$ cat config.mk
export PLATFORM = sky130hd
export DESIGN_NAME = crc16_tx_framer
export DESIGN_NICKNAME = d
export VERILOG_FILES = /design/src/rtl/crc16_pkg.sv /design/src/rtl/crc16_lfsr_step.sv /design/src/rtl/crc16_tx_framer.sv
export SDC_FILE = /design/constraint.sdc
export NUM_CORES = 1
export LEC_CHECK = 0
export BUFFER_PORTS_ARGS = -buffer_cell sky130_fd_sc_hd__buf_4
export CORE_MARGIN = 2
export CORE_UTILIZATION = 55
export DETAILED_ROUTE_END_ITERATION = 10
export PLACE_DENSITY = 0.79
export SETUP_SLACK_MARGIN = 0.15
export SYNTH_ARGS = -nofsm -noshare
export SYNTH_HDL_FRONTEND = slang
export SYNTH_SLANG_ARGS = --single-unit
$ cat constraint.sdc
create_clock -name clk -period 2.4 [get_ports clk]
set_input_delay 0.24 -clock clk [delete_from_list [all_inputs] [get_ports clk]]
set_output_delay 0.24 -clock clk [all_outputs]
set_load 0.05 [all_outputs]
$ cat src/rtl/crc16_pkg.sv
// crc16_pkg: shared CRC-16 constants, frame widths and framer state encoding
package crc16_pkg;
  localparam logic [15:0] CRC16_POLY = 16'h1021;
  localparam logic [15:0] CRC16_INIT = 16'h0000;
  localparam int DATA_W = 32;
  localparam int CRC_W = 16;
  localparam int FRAME_W = 48;
  typedef enum logic [1:0] {IDLE, DATA, CRC, DONE} state_t;
endpackage

$ cat src/rtl/crc16_lfsr_step.sv
// crc16_lfsr_step: one MSB-first bit step of the CRC-16 LFSR
module crc16_lfsr_step
  import crc16_pkg::*;
(
  input  logic [CRC_W-1:0] crc,
  input  logic             din,
  output logic [CRC_W-1:0] crc_next
);
  assign crc_next = {crc[CRC_W-2:0], 1'b0} ^ ((din ^ crc[CRC_W-1]) ? CRC16_POLY : '0);
endmodule

$ cat src/rtl/crc16_tx_framer.sv
// crc16_tx_framer: serialises data word plus CRC MSB-first and rechecks the CRC
module crc16_tx_framer
  import crc16_pkg::*;
#(
  parameter int CHECK_EN = 1
) (
  input  logic              clk,
  input  logic              rst,
  input  logic              in_valid,
  output logic              in_ready,
  input  logic [DATA_W-1:0] in_data,
  input  logic [CRC_W-1:0]  in_crc,
  output logic              tx_valid,
  input  logic              tx_ready,
  output logic              tx_bit,
  output logic              tx_sof,
  output logic              tx_eof,
  output logic              done,
  output logic              crc_ok
);
  state_t state, state_n;
  logic [FRAME_W-1:0] shift;
  logic [5:0] cnt;
  logic [CRC_W-1:0] lfsr, lfsr_n, cap;
  logic ok, xfer;
  assign in_ready = state == IDLE;
  assign tx_valid = state == DATA || state == CRC;
  assign xfer = tx_valid && tx_ready;
  assign tx_bit = shift[FRAME_W-1];
  assign tx_sof = tx_valid && cnt == 6'd47;
  assign tx_eof = tx_valid && cnt == 6'd0;
  assign done = state == DONE;
  assign crc_ok = ok;
  crc16_lfsr_step u_step (.crc(lfsr), .din(tx_bit), .crc_next(lfsr_n));
  // next-state decode: data bits until counter 16, CRC bits until 0, one DONE cycle
  always_comb begin
    state_n = state;
    state_n = state == IDLE ? (in_valid ? DATA : IDLE)
            : state == DATA ? (xfer && cnt == 6'd16 ? CRC : DATA)
            : state == CRC  ? (xfer && cnt == 6'd0 ? DONE : CRC)
            : IDLE;
  end
  // state register
  always_ff @(posedge clk) begin
    if (rst) state <= IDLE;
    else state <= state_n;
  end
  // shift register, bit counter, LFSR recompute and latched compare result
  always_ff @(posedge clk) begin
    if (rst) begin
      shift <= '0;
      cnt <= '0;
      lfsr <= CRC16_INIT;
      cap <= '0;
      ok <= 1'b0;
    end else if (in_ready && in_valid) begin
      shift <= {in_data, in_crc};
      cap <= in_crc;
      lfsr <= CRC16_INIT;
      cnt <= 6'd47;
    end else if (xfer) begin
      shift <= {shift[FRAME_W-2:0], 1'b0};
      cnt <= cnt == 6'd0 ? cnt : cnt - 6'd1;
      if (state == DATA) lfsr <= lfsr_n;
      if (cnt == 6'd0) ok <= (lfsr == cap) || (CHECK_EN == 0);
    end
  end
endmodule

# Yosys cells after proc, flatten, opt, wreduce, memory -nomap -nowiden
# Index checks and enable logic that the tools add are counted.
[totals] regBits=89 latchBits=0 ram_bits=0 rom_bits=0 memories=0
[classes] n_addsub=1 mul=0 div_mod_pow=0 order_cmp=0 n_eq_ne=7 n_shift=0 n_mux=12 n_bitwise=4 reduce_logical=15
[op_table] cell="48-bit 2-to-1 mux" n=2
[op_table] cell="6-bit 2-to-1 mux" n=3
[op_table] cell="16-bit equality test" n=1
[op_table] cell="16-bit bitwise XOR" n=1
[op_table] cell="13-bit 2-to-1 mux" n=1
[op_table] cell="2-bit 2-to-1 mux" n=4
[op_table] cell="6-bit by 5-bit equality test with 1-bit output, second input constant" n=1
[op_table] cell="6-bit equality test, second input constant" n=1
[op_table] cell="1-bit logical AND" n=6
[op_table] cell="6-bit zero test" n=1
[op_table] cell="2-bit AND reduction" n=3
[op_table] cell="6-bit by 1-bit subtractor with 6-bit output, second input constant" n=1
[op_table] cell="2-bit equality test, second input constant" n=2
[op_table] cell="3-bit AND reduction" n=1
[op_table] cell="2-bit by 1-bit equality test with 1-bit output, second input constant" n=1
[op_table] cell="2-bit zero test" n=1
[op_table] cell="1-bit 2-to-1 mux" n=2
[op_table] cell="2-bit by 1-bit != test with 1-bit output, second input constant" n=1
[op_table] cell="1-bit inverter" n=2
[op_table] cell="2-bit nonzero test" n=1
[op_table] cell="2-bit OR reduction" n=1
[op_table] cell="1-bit logical OR" n=1
[op_table] cell="1-bit bitwise XOR" n=1

# Longest topological paths before layout
[depth] word_depth=8 mapped_depth=8 ltp_nobuf=6

# By module
# From an unflattened synthesis, not the netlist that was laid out.
[unflattened] hier_cells=505 area_unflattened_um2=3982.6
[modules_own_cells] mod="crc16_tx_framer" n_inst=1 cells_per_inst=489 area_each_um2=3828.7
[modules_own_cells] mod="crc16_lfsr_step" n_inst=1 cells_per_inst=16 area_each_um2=153.9

# Worst setup path after synthesis
# No wires, ideal clock.
[synth_path] path_kind="register to output" from="register state[0]" to="output tx_sof" arrival_ns=2.197 required_time_ns=2.160 setup_slack_ns=-0.037 stages_incl_launch_ff=5 cell_sequence="dfxtp_1 inv_1 ha_1 nand4_1 nor3_1"
[synth_via] elab_chain_len=3 word_cells_on_any_way=4
[synth_lines] item="from (decl)" line="crc16_tx_framer.sv:21" text="state_t state, state_n;"
[synth_lines] item="from (signal assigned)" line="crc16_tx_framer.sv:46" text="else state <= state_n;"
[synth_lines] item="2-bit by 1-bit equality test with 1-bit output or 2-bit equality test (tied branches)" line="crc16_tx_framer.sv:27" text="assign tx_valid = state == DATA || state == CRC;"
[synth_lines] item="1-bit logical OR (*)" line="crc16_tx_framer.sv:27"
[synth_lines] item="via tx_valid" line="crc16_tx_framer.sv:13" text="output logic tx_valid,"
[synth_lines] item="1-bit logical AND (*)" line="crc16_tx_framer.sv:30" text="assign tx_sof = tx_valid && cnt == 6'd47;"
[synth_lines] item="to (decl)" line="crc16_tx_framer.sv:16" text="output logic tx_sof,"
# The timed path passes the listed nets; every way through them passes the cells marked *.

# Worst setup path in the final report
[layout_path] from="register cnt[0]" to="output tx_eof"
[layout_via] elab_chain_len=2
[layout_lines] item="from (decl)" line="crc16_tx_framer.sv:23" text="logic [5:0] cnt;"
[layout_lines] item="from (signal assigned)" line="crc16_tx_framer.sv:63" text="cnt <= cnt == 6'd0 ? cnt : cnt - 6'd1;"
[layout_lines] item="6-bit zero test" line="crc16_tx_framer.sv:31" text="assign tx_eof = tx_valid && cnt == 6'd0;"
[layout_lines] item="1-bit logical AND" line="crc16_tx_framer.sv:31"
[layout_lines] item="to (decl)" line="crc16_tx_framer.sv:17" text="output logic tx_eof,"
# Every way passes these cells.

==> reports/metrics.cfg <==
[hold_path]
hp-class = input port to flip-flop

[die]
start_util_pct = 56.7
rows = 30
io_pins = 59
die_h_um = 87.7
die_x_um = 87.7
dieArea_sq_um = 7690
core_area_sq_um = 6790

[clocking]
clock_latency_ns = 0.37
cts_tree = done
cts_resized = 0
cts_root_buffer = clkbuf_8
cts-htree-levels = 3
cts.clk_slew.worst_paths_ns = 0.10
cts_hold_buf = 0
cts_num_sinks = 89
clk_path_buf_depth = 2
cts_buffers = 9
postCtsSetupBuffers = 0

[yosys]
ys_seq_area_share_pct = 46.2
netlist_instances = 491
async_flop_share_pct = 0
ys_seq_elements = 89
synth_cell_types = 31
synth_edf_count = 0
synthFlopType = dfxtp_1
synthTopCellsByArea = dfxtp_1, nand2_1, a311oi_1, a21oi_1, nor2_1
synth_top_cell_area_share_pct = 46.2
yosys_warnings = 0
syn-num-nets = 549
synth_area_per_cell_sq_um = 7.85
yosysTopAreaCell = dfxtp_1
syn_area_sq_um = 3850

[sta]
slew_headroom_pct = 57.9
timing.final.ws_setup_ns = 0.324
worstMarginPinSlew_ns = 0.631
period_share_pct = 86.5
rsz0062_at_grt = false
fin_hold_ws_ns = 0.130
fmax_mhz = 482
setup_tns_ns = 0
layout_min_cycle_time_ns = 2.08
hold_viol_final = 0
fin_skew_ns = 0.0125
slew_violations = 0
finalSetupViolations = 0

[final_layout]
fin_util_pct = 68.0
diodes = 0
fillers = 565
nNetsFinal = 589
syn2layout_area_growth_pct = 19.8
drive_gt1_share_pct = 16.4

[route]
drtPass1Iterations = 5
post_drt_wl_per_cell_um = 13.7
dr_total_vias = 3488
drt_iter0_drc = 225
drcViolationCount = 0
finalWirelength_mm = 8.66
final_antenna_net_count = 0
viasPerCell = 5.52

[global_route]
antenna_found_initial = 0
grt.total_usage_pct = 23.2
grt_pass1_wl_mm = 14.2
overflow = 0
grt_pass1_vias = 3197
grt_max_degree = 51

[worst_setup_path]
worstPathRequired_ns = 2.16
crit_arrival_ns = 1.84
worstPathMaxFanout = 9
cp-end-kind = primary output
worst-setup-path-type = flip-flop to primary output
setup.worst_path.start_class = flip-flop

[placed_design]
gp_congestion = 0.802
dp_slack_ns = 0.503
port_buffers = 58
dp_hpwl_mm = 5.74

[power]
power_density_nw_per_um2 = 715
ir_drop_v = 0.000389
cellLeakagePower_nw = 1.80

[outcome]
outcome = completed

[run]
drv_cap = 0

-- registers in the layout, indices dropped and copies added, names as in the netlist --
| register | flops |
|---|---|
| cap | 16 |
| cnt | 6 |
| crc_ok | 1 |
| lfsr | 16 |
| shift | 48 |
| state | 2 |
-- placed cells by master (no fill, tap or decap), types with 2 or more instances in the layout --
cell type / count
a211oi_1: 3
a21o_1: 2
a21oi_1: 38
a311oi_1: 47
and2_1: 3
and4_1: 2
buf_12: 2
buf_4: 65
bufinv_16: 3
clkbuf_8: 9
clkinv_4: 2
dfxtp_1: 89
ha_1: 6
inv_1: 5
inv_6: 2
nand2_1: 160
nand3_1: 3
nand4_1: 3
nor2_1: 49
nor3_1: 4
nor4_1: 2
o31ai_1: 2
or3_1: 2
or4_1: 2
xnor2_1: 8
xor2_1: 13
-- cell families (layout without fill, tap and decap cells) --
family / Yosys count / after routing / share of synthesized area (%)
xor gates and xnor gates: 21 / 21 / 4.77
muxes: 2 / 2 / 0.552
buffers and inverters: 43 / 88 / 4.32
AOI/OAI and AO/OA: 94 / 94 / 17.4
and+or+nand+nor: 236 / 236 / 24.8
DFF: 89 / 89 / 46.2
adders and majority gates: 6 / 6 / 1.95
-- report_power, final --
group          switching [W]  total [W]  leakage (nW)  internal (W)
registers          0.0000578    0.00163         0.733       0.00157
clock network       0.000558    0.00126         0.124      0.000702
logic               0.000233   0.000411         0.938      0.000178
total               0.000849    0.00330          1.80       0.00245
-- worst max-delay path, stage by stage (launching register included) --
cell,delay (ns)
dfxtp_1,0.36
inv_1,0.07
ha_1,0.16
nor3b_2,0.44
and3_1,0.25
buf_4,0.20
-- final timing paths --
path / cells after the start / from / endpoint / slack [ns]
worst min register to register: 2 / cap[6] / cap[6] / 0.47
worst max-delay path: 5 / cnt[0] / tx_eof / 0.32
worst max register to register: 6 / state[0] / shift[20] / 0.48
worst min-delay path: 3 / in_crc[11] / cap[11] / 0.13
-- synthesized netlist by cell type, drive strengths merged, types with 2 or more instances --
library cell / count
a21oi: 38
o31ai: 2
and4: 2
inv: 5
ha: 6
nor3: 5
a211oi: 3
nand4: 3
nor4: 2
dfxtp: 89
nand3: 3
or3: 3
and2: 3
or4: 2
xor2: 13
clkbuf: 31
buf: 7
a311oi: 47
a21o: 2
nand2: 161
nor2: 49
xnor2: 8
-- layer usage --
layer	wire, um	global-route usage, %	share of wire, %	up-vias
met5	0	0	0	-
met4	170	11.5	2.0	0
met3	442	4.05	5.1	14
met2	4000	35.2	46	90
met1	4040	31.9	47	1622
li1	-	-	-	1762
-- metrics by stage --
| step | power, W | instances | instance area [sq um] |
|---|---|---|---|
| final | 0.00330 | 632 | 4620 |
| after global routing | 0.00343 | 632 | 4620 |
| after CTS | 0.00332 | 632 | 4620 |
| after detailed placement | 0.00207 | 616 | 4370 |
| after global placement | 0.00206 | 616 | 4370 |
| after floorplan | 0.00192 | 491 | 3860 |
-- cell type report --
class | instances | area [sq um] | area share [%]
inverters | 5 | 18.8 | 0.407
clock buffers | 9 | 124 | 2.68
multi-input cells | 359 | 1920 | 41.6
well taps | 96 | 120 | 2.60
flip-flops and latches | 89 | 1780 | 38.6
clock inverters | 7 | 125 | 2.71
repair buffers | 67 | 528 | 11.4
Note: power is estimated with default switching activity, not from simulation.
